### src/rtl/music_pkg.sv
// Shared types and constants for the rhythm-game note scheduler: FSM states,
// status codes, chart entry layout and lane geometry defaults.
package music_pkg;

  localparam int unsigned LANE_H_DEF   = 435;
  localparam int unsigned JUDGE_LO_DEF = 410;
  localparam int unsigned ENTRY_W      = 12;
  localparam int unsigned DELAY_W      = 8;
  localparam int unsigned LANES        = 4;
  localparam int unsigned MSG_W        = 3;
  localparam int unsigned SCORE_W      = 16;

  typedef enum logic [2:0] {
    ST_IDLE     = 3'd0,
    ST_FETCH    = 3'd1,
    ST_WAIT_ROM = 3'd2,
    ST_RUN      = 3'd3,
    ST_DONE     = 3'd4
  } state_t;

  typedef enum logic [MSG_W-1:0] {
    MSG_BLANK = 3'd0,
    MSG_READY = 3'd1,
    MSG_HIT   = 3'd2,
    MSG_MISS  = 3'd3,
    MSG_END   = 3'd4
  } msg_t;

  // Chart ROM word: {delay[11:4] frames, lane_mask[3:0]}
  typedef struct packed {
    logic [DELAY_W-1:0] delay;
    logic [LANES-1:0]   lane_mask;
  } chart_entry_t;

endpackage

### src/rtl/note_lane.sv
// One note lane: scrolls the bitmap, spawns notes, clears the judge window on
// a key rising edge and flags notes that scroll off the bottom.
module note_lane
  import music_pkg::*;
#(
  parameter int unsigned LANE_H   = LANE_H_DEF,
  parameter int unsigned SPEED    = 4,
  parameter int unsigned NOTE_LEN = 16,
  parameter int unsigned JUDGE_LO = JUDGE_LO_DEF
) (
  input  logic              clk,
  input  logic              rst,
  input  logic              clear,
  input  logic              active,
  input  logic              tick,
  input  logic              spawn,
  input  logic              key,
  output logic [LANE_H-1:0] col,
  output logic              key_prev,
  output logic              hit_c,
  output logic              miss_c
);

  localparam logic [LANE_H-1:0] WIN_MASK  = {{(LANE_H-JUDGE_LO){1'b1}}, {JUDGE_LO{1'b0}}};
  localparam logic [LANE_H-1:0] NOTE_MASK = {{(LANE_H-NOTE_LEN){1'b0}}, {NOTE_LEN{1'b1}}};

  logic [LANE_H-1:0] cleared;
  logic [LANE_H-1:0] shifted;
  logic              key_rise;

  // Judge on pre-shift contents; the shift then operates on the cleared lane
  always_comb begin
    key_rise = key & ~key_prev;
    hit_c    = active & key_rise & (|(col & WIN_MASK));
    cleared  = hit_c ? (col & ~WIN_MASK) : col;
    shifted  = cleared << SPEED;
    miss_c   = active & tick & (|cleared[LANE_H-1 -: SPEED]);
  end

  always_ff @(posedge clk) begin
    if (rst) begin
      col      <= '0;
      key_prev <= 1'b0;
    end else begin
      key_prev <= key;
      if (clear)
        col <= '0;
      else if (active && tick)
        col <= shifted | (spawn ? NOTE_MASK : '0);
      else
        col <= cleared;
    end
  end

endmodule

### src/rtl/note_scheduler.sv
// Chart-driven note scheduler for a four-lane rhythm game.
// Define NOTE_SCHEDULER_SCORE_EN to add the saturating hit counter on score.
module note_scheduler
  import music_pkg::*;
#(
  parameter int unsigned LANE_H   = LANE_H_DEF,
  parameter int unsigned SPEED    = 4,
  parameter int unsigned NOTE_LEN = 16,
  parameter int unsigned JUDGE_LO = JUDGE_LO_DEF,
  parameter int unsigned CHART_AW = 10
) (
  input  logic                clk25MHZ,
  input  logic                rst,
  input  logic                frame_tick,
  input  logic                start,
  input  logic [LANES-1:0]    keys,
  output logic [CHART_AW-1:0] chart_addr,
  input  logic [ENTRY_W-1:0]  chart_data,
  output logic [LANE_H-1:0]   col1,
  output logic [LANE_H-1:0]   col2,
  output logic [LANE_H-1:0]   col3,
  output logic [LANE_H-1:0]   col4,
  output logic [LANES-1:0]    hits,
  output logic [MSG_W-1:0]    msg
`ifdef NOTE_SCHEDULER_SCORE_EN
  ,
  output logic [SCORE_W-1:0]  score
`endif
);

  state_t                state, state_n;
  logic [CHART_AW-1:0]   addr_n;
  logic [LANES-1:0]      entry_mask, entry_mask_n;
  logic [DELAY_W-1:0]    delay_cnt, delay_n;
  logic                  end_flag, end_n;
  logic [MSG_W-1:0]      msg_n;
  logic                  active, spawn, clear_lanes, lanes_zero;
  logic [LANES-1:0]      hit_c, miss_c;
  chart_entry_t          rom_entry;

  assign rom_entry  = chart_entry_t'(chart_data);
  assign active     = (state == ST_FETCH) || (state == ST_WAIT_ROM) || (state == ST_RUN);
  assign lanes_zero = ~|{col1, col2, col3, col4};

  always_ff @(posedge clk25MHZ) begin
    if (rst) begin
      state      <= ST_IDLE;
      chart_addr <= '0;
      entry_mask <= '0;
      delay_cnt  <= '0;
      end_flag   <= 1'b0;
      msg        <= MSG_READY;
    end else begin
      state      <= state_n;
      chart_addr <= addr_n;
      entry_mask <= entry_mask_n;
      delay_cnt  <= delay_n;
      end_flag   <= end_n;
      msg        <= msg_n;
    end
  end

  always_comb begin
    state_n      = state;
    addr_n       = chart_addr;
    entry_mask_n = entry_mask;
    delay_n      = delay_cnt;
    end_n        = end_flag;
    msg_n        = msg;
    spawn        = 1'b0;
    clear_lanes  = 1'b0;
    case (state)
      ST_IDLE: begin
        msg_n = MSG_READY;
        if (start) begin
          state_n = ST_FETCH;
          addr_n  = '0;
        end
      end
      ST_FETCH: state_n = ST_WAIT_ROM;
      ST_WAIT_ROM: begin
        entry_mask_n = rom_entry.lane_mask;
        if (chart_data == '0) end_n = 1'b1;
        else                  delay_n = rom_entry.delay;
        state_n = ST_RUN;
      end
      ST_RUN: begin
        if (end_flag && lanes_zero) begin
          state_n = ST_DONE;
          msg_n   = MSG_END;
        end else if (frame_tick) begin
          if (!end_flag && delay_cnt == '0) begin
            spawn   = 1'b1;
            addr_n  = chart_addr + CHART_AW'(1);
            state_n = ST_FETCH;
          end else if (delay_cnt != '0) begin
            delay_n = delay_cnt - DELAY_W'(1);
          end
        end
      end
      ST_DONE: begin
        msg_n = MSG_END;
        if (start) begin
          state_n     = ST_FETCH;
          addr_n      = '0;
          clear_lanes = 1'b1;
          end_n       = 1'b0;
          delay_n     = '0;
          msg_n       = MSG_READY;
        end
      end
      default: state_n = ST_IDLE;
    endcase
    // A note lost off the bottom outranks a hit in the same cycle
    if (|miss_c)     msg_n = MSG_MISS;
    else if (|hit_c) msg_n = MSG_HIT;
  end

  note_lane #(.LANE_H(LANE_H), .SPEED(SPEED), .NOTE_LEN(NOTE_LEN), .JUDGE_LO(JUDGE_LO)) u_lane1 (
    .clk(clk25MHZ), .rst(rst), .clear(clear_lanes), .active(active), .tick(frame_tick),
    .spawn(spawn & entry_mask[0]), .key(keys[0]), .col(col1), .key_prev(hits[0]),
    .hit_c(hit_c[0]), .miss_c(miss_c[0]));

  note_lane #(.LANE_H(LANE_H), .SPEED(SPEED), .NOTE_LEN(NOTE_LEN), .JUDGE_LO(JUDGE_LO)) u_lane2 (
    .clk(clk25MHZ), .rst(rst), .clear(clear_lanes), .active(active), .tick(frame_tick),
    .spawn(spawn & entry_mask[1]), .key(keys[1]), .col(col2), .key_prev(hits[1]),
    .hit_c(hit_c[1]), .miss_c(miss_c[1]));

  note_lane #(.LANE_H(LANE_H), .SPEED(SPEED), .NOTE_LEN(NOTE_LEN), .JUDGE_LO(JUDGE_LO)) u_lane3 (
    .clk(clk25MHZ), .rst(rst), .clear(clear_lanes), .active(active), .tick(frame_tick),
    .spawn(spawn & entry_mask[2]), .key(keys[2]), .col(col3), .key_prev(hits[2]),
    .hit_c(hit_c[2]), .miss_c(miss_c[2]));

  note_lane #(.LANE_H(LANE_H), .SPEED(SPEED), .NOTE_LEN(NOTE_LEN), .JUDGE_LO(JUDGE_LO)) u_lane4 (
    .clk(clk25MHZ), .rst(rst), .clear(clear_lanes), .active(active), .tick(frame_tick),
    .spawn(spawn & entry_mask[3]), .key(keys[3]), .col(col4), .key_prev(hits[3]),
    .hit_c(hit_c[3]), .miss_c(miss_c[3]));

`ifdef NOTE_SCHEDULER_SCORE_EN
  logic [SCORE_W-1:0] score_n;

  // One point per cycle with any hit; cleared whenever play (re)starts
  always_comb begin
    score_n = score;
    if (start && (state == ST_IDLE || state == ST_DONE))
      score_n = '0;
    else if ((|hit_c) && score != {SCORE_W{1'b1}})
      score_n = score + SCORE_W'(1);
  end

  always_ff @(posedge clk25MHZ) begin
    if (rst) score <= '0;
    else     score <= score_n;
  end
`endif

endmodule

### config.mk
export PLATFORM = sky130hd
export DESIGN_NAME = note_scheduler
export DESIGN_NICKNAME = d
export VERILOG_FILES = /design/src/rtl/music_pkg.sv /design/src/rtl/note_lane.sv /design/src/rtl/note_scheduler.sv
export SDC_FILE = /design/constraint.sdc
export NUM_CORES = 1
export LEC_CHECK = 0
export ABC_AREA = 1
export BUFFER_PORTS_ARGS = -buffer_cell sky130_fd_sc_hd__clkbuf_2
export CAP_MARGIN = 30
export CORE_AREA = 2 2 693 695
export DETAILED_ROUTE_END_ITERATION = 12
export DIE_AREA = 0 0 695 697
export GPL_TIMING_DRIVEN = 0
export SETUP_SLACK_MARGIN = 0.1
export SYNTH_ARGS = -nofsm -noshare
export SYNTH_HDL_FRONTEND = slang
export SYNTH_HIERARCHICAL = 1
export SYNTH_SLANG_ARGS = --single-unit
### constraint.sdc
create_clock -name clk25MHZ -period 2.25 [get_ports clk25MHZ]
set_input_delay 0.45 -clock clk25MHZ [delete_from_list [all_inputs] [get_ports clk25MHZ]]
set_output_delay 0.45 -clock clk25MHZ [all_outputs]
set_load 0.005 [all_outputs]
==> results_dict.tcl <==
set metrics [dict create \
    run_status "finished with violations" \
    failed_checks "setup timing" \
    syn_nets 5773 \
    holdCritStartpoint "start" \
    drc 0 \
    wl_per_cell_microns 23.1 \
    whs_path_depth 4 \
    cpPeakStageDelay_ns 0.52 \
    die_area_sq_mm 0.484 \
    tns_ns -12.34 \
    met1_usage_pct 16.9 \
    r2r_slack_ns -0.94 \
    crit_path_frequent_cell "nor2_4" \
    peakVddDrop_mv 0.768 \
    fin_cells 14200 \
    arrival_ns 3.81 \
    met3_usage_pct 2.44 \
    drv_cap 0 \
    routed_wl_microns 328000 \
    criticalPathCategory "flip-flop to flip-flop" \
    rr_startpoint "u_lane3/col[15]" \
    syn_area_sq_mm 0.0367 \
    endpoint_kind "flip-flop" \
    min_period_ns 3.19 \
    cp_max_fo 6 \
    synth_top_cell_area_share_pct 29.8 \
    cts_tree "done" \
    r2r_end "delay_cnt[7]" \
    syn_area_per_cell_sq_um 6.37 \
    place_congestion 0.942 \
    min_to "end_flag" \
    ys_types 43 \
    viasPerCell 3.06 \
    dp_cells 14000 \
    htree_levels 3 \
    worstMarginPinSlew_ns 0.935 \
    hp-class "input port to flip-flop" \
    skew_ns 0.0506 \
    yosys_most_used_dff "dfxtp_1" \
    overflow 0 \
    cellPowerDensity_mw_per_mm2 1160 \
    io_pins 1777 \
    synthTopCellsByArea "dfxtp_1 (30%), buf_4 (25%), nor2_1 (21%)" \
    hold_ws_ns 0.129 \
    ys_ff_latch 545 \
    period_share_pct 142 \
    yosys-top-cells-count "nor2_1 (2047), buf_4 (1240), nand2_1 (748), dfxtp_1 (545), o21ai_0 (452)" \
    final-hold-violation-count 0 \
    synth_top_area_cell "dfxtp_1" \
    max-clock-path-buffers 4 \
    ff2ff_path_depth 14 \
    clock.fmax_mhz 313 \
    relSlewSlack_pct 37.7 \
    setup_violations 14 \
    busiest_layer "met2" \
    cp-start-kind "flip-flop" \
    async_reset_ff_share_pct 0 \
    crit_required_ns 2.87 \
    synth_edf_count 0 \
    die_h_microns 697 \
    path_clk_slew_ns 0.06 \
    syn2layout_area_growth_pct 66.5 \
    grt_max_degree 15 \
    clk_latency_ns 0.77 \
    grt_pass1_wl_microns 408000 \
    drt_iter0_drc 3267 \
    grtUsageTotal_pct 12.9 \
    io_buffers 1776 \
    yosysMostFrequentCell "nor2_1" \
    grt_pass1_vias 39100 \
    fin_nets 7773 \
    clock-sinks 545 \
    num_vias 43500 \
    yosys_warnings 6 \
    cellLeakagePower_nw 30.0 \
    yosysSeqAreaShare_pct 29.8 \
    cts_inserted_buffers 78 \
    slowest_stage "nand4_1" \
    drive_gt1_share_pct 48.7 \
    dp_hpwl_microns 289000 \
    dr.pass1.iters 6 \
    use_met2_pct 21.5 \
    ant_nets 0 \
    rsz0062_at_grt "true" \
    rows 254 \
    antenna_found_initial 53 \
    synth_cells 5750 \
    crit_chain "buf_4, nor2_1, nand2_4, nor2_4, nand4_1, nor2_1, nand2_1, nor2_4, nand2_2, nor2_4, nand3_4, clkbuf_16, nand3_2, a21oi_2" \
    coreArea_sq_mm 0.477 \
    setup_ws_ns -0.945 \
    cts_root_buffer "clkbuf_16" \
    initial_core_util_pct 7.68 \
    slew_violations 0 \
    power_w 0.0707 \
    die_x_microns 695 \
]
[placed cells by master (no fill, tap or decap), types with 45 or more instances in the layout]
cell       netlist  layout
nor2_1        2047    1948
clkbuf_16        0      92
nor2_4           8      68
dfxtp_1        545     401
dfxtp_4          0      80
o21ai_0        452     443
buf_6           12     108
dfxtp_2          0      64
nand3_1         57      45
buf_4         1240    1263
nand2_1        748     705
inv_1          261     252
clkbuf_2         0    1750
[worst max path at each step]
stage | to | cells past startpoint | slack [ns] | startpoint
2_1_floorplan | msg[2] | 10 | 0.17 | state[0]
3_3_place_gp | msg[2] | 10 | -8.39 | state[0]
3_5_place_dp | delay_cnt[2] | 17 | -2.91 | u_lane3/col[373]
4_1_cts | delay_cnt[2] | 14 | -1.00 | u_lane3/col[303]
5_1_grt | delay_cnt[0] | 15 | -1.01 | u_lane3/col[23]
6_report | delay_cnt[7] | 14 | -0.94 | u_lane3/col[15]
[worst max-delay path: cells and delay by family (launching register included)]
family          cells  cell delay [ns]
flops               1             0.41
compound gates      1             0.05
simple gates       11             2.16
buf+inv             2             0.37
[per-layer routing]
metal	up-vias	wire [microns]	share of wire, %
met5	-	22	0.0067
met1	20500	144000	44
met4	4	9270	2.8
li1	20800	-	-
met3	262	22500	6.9
met2	1954	152000	46
[metrics by stage]
stage	area, sq um	util [%]	worst slack (ns)
final	61000	12.8	-0.945
after global routing	61000	12.8	-1.01
after CTS	60000	12.6	-1.00
after detailed placement	54500	11.4	-2.91
after global placement	53500	11.2	-8.39
after floorplan	36700	-	0.168
[sequential cells by signal, indices dropped and copies added, names as in the netlist]
signal            cells
u_lane3/col         128
u_lane4/key_prev      1
u_lane1/col         128
u_lane2/col         128
delay_cnt             8
msg                   3
state                 3
u_lane4/col         128
chart_addr           10
u_lane1/key_prev      1
u_lane3/key_prev      1
end_flag              1
u_lane2/key_prev      1
entry_mask            4
[layout make-up]
cell class,count,area (sq um)
repair buffers,1922,11400
multi-input cells,3545,15700
flip-flops and latches,545,11300
inverters,273,1060
fillers,55500,416000
plain buffers,1385,10700
clock buffers,91,2050
diodes,20,50.0
well taps,6400,8010
clock inverters,45,674
[what timing repair did]
item	4_1_cts	5_1_grt
endpoints found under the setup margin	1543	1207
gates cloned	5	2
pin swaps	38	51
hold buffers	15	0
gates resized for setup	601	356
buffers inserted	53	23
endpoints found under the hold margin	14	0
[power by group]
group	internal [W]	switching, W
registers	0.0118	0.00589
logic	0.0167	0.0229
clock network	0.00822	0.00531
total	0.0367	0.0341
[logic make-up (layout without fill, tap and decap cells)]
| family | Yosys count | after routing | synth area share (%) |
|---|---|---|---|
| AND/OR/NAND/NOR | 2974 | 2974 | 31.7 |
| buffers and inverters | 1660 | 3716 | 30.1 |
| AO/OA/AOI/OAI | 566 | 566 | 8.21 |
| flip-flops | 545 | 545 | 29.8 |
| adder cells (fa/ha/maj) | 3 | 3 | 0.102 |
| XOR/XNOR | 2 | 2 | 0.0478 |
| other | 0 | 20 | 0 |
(Power assumes the default switching activity.)
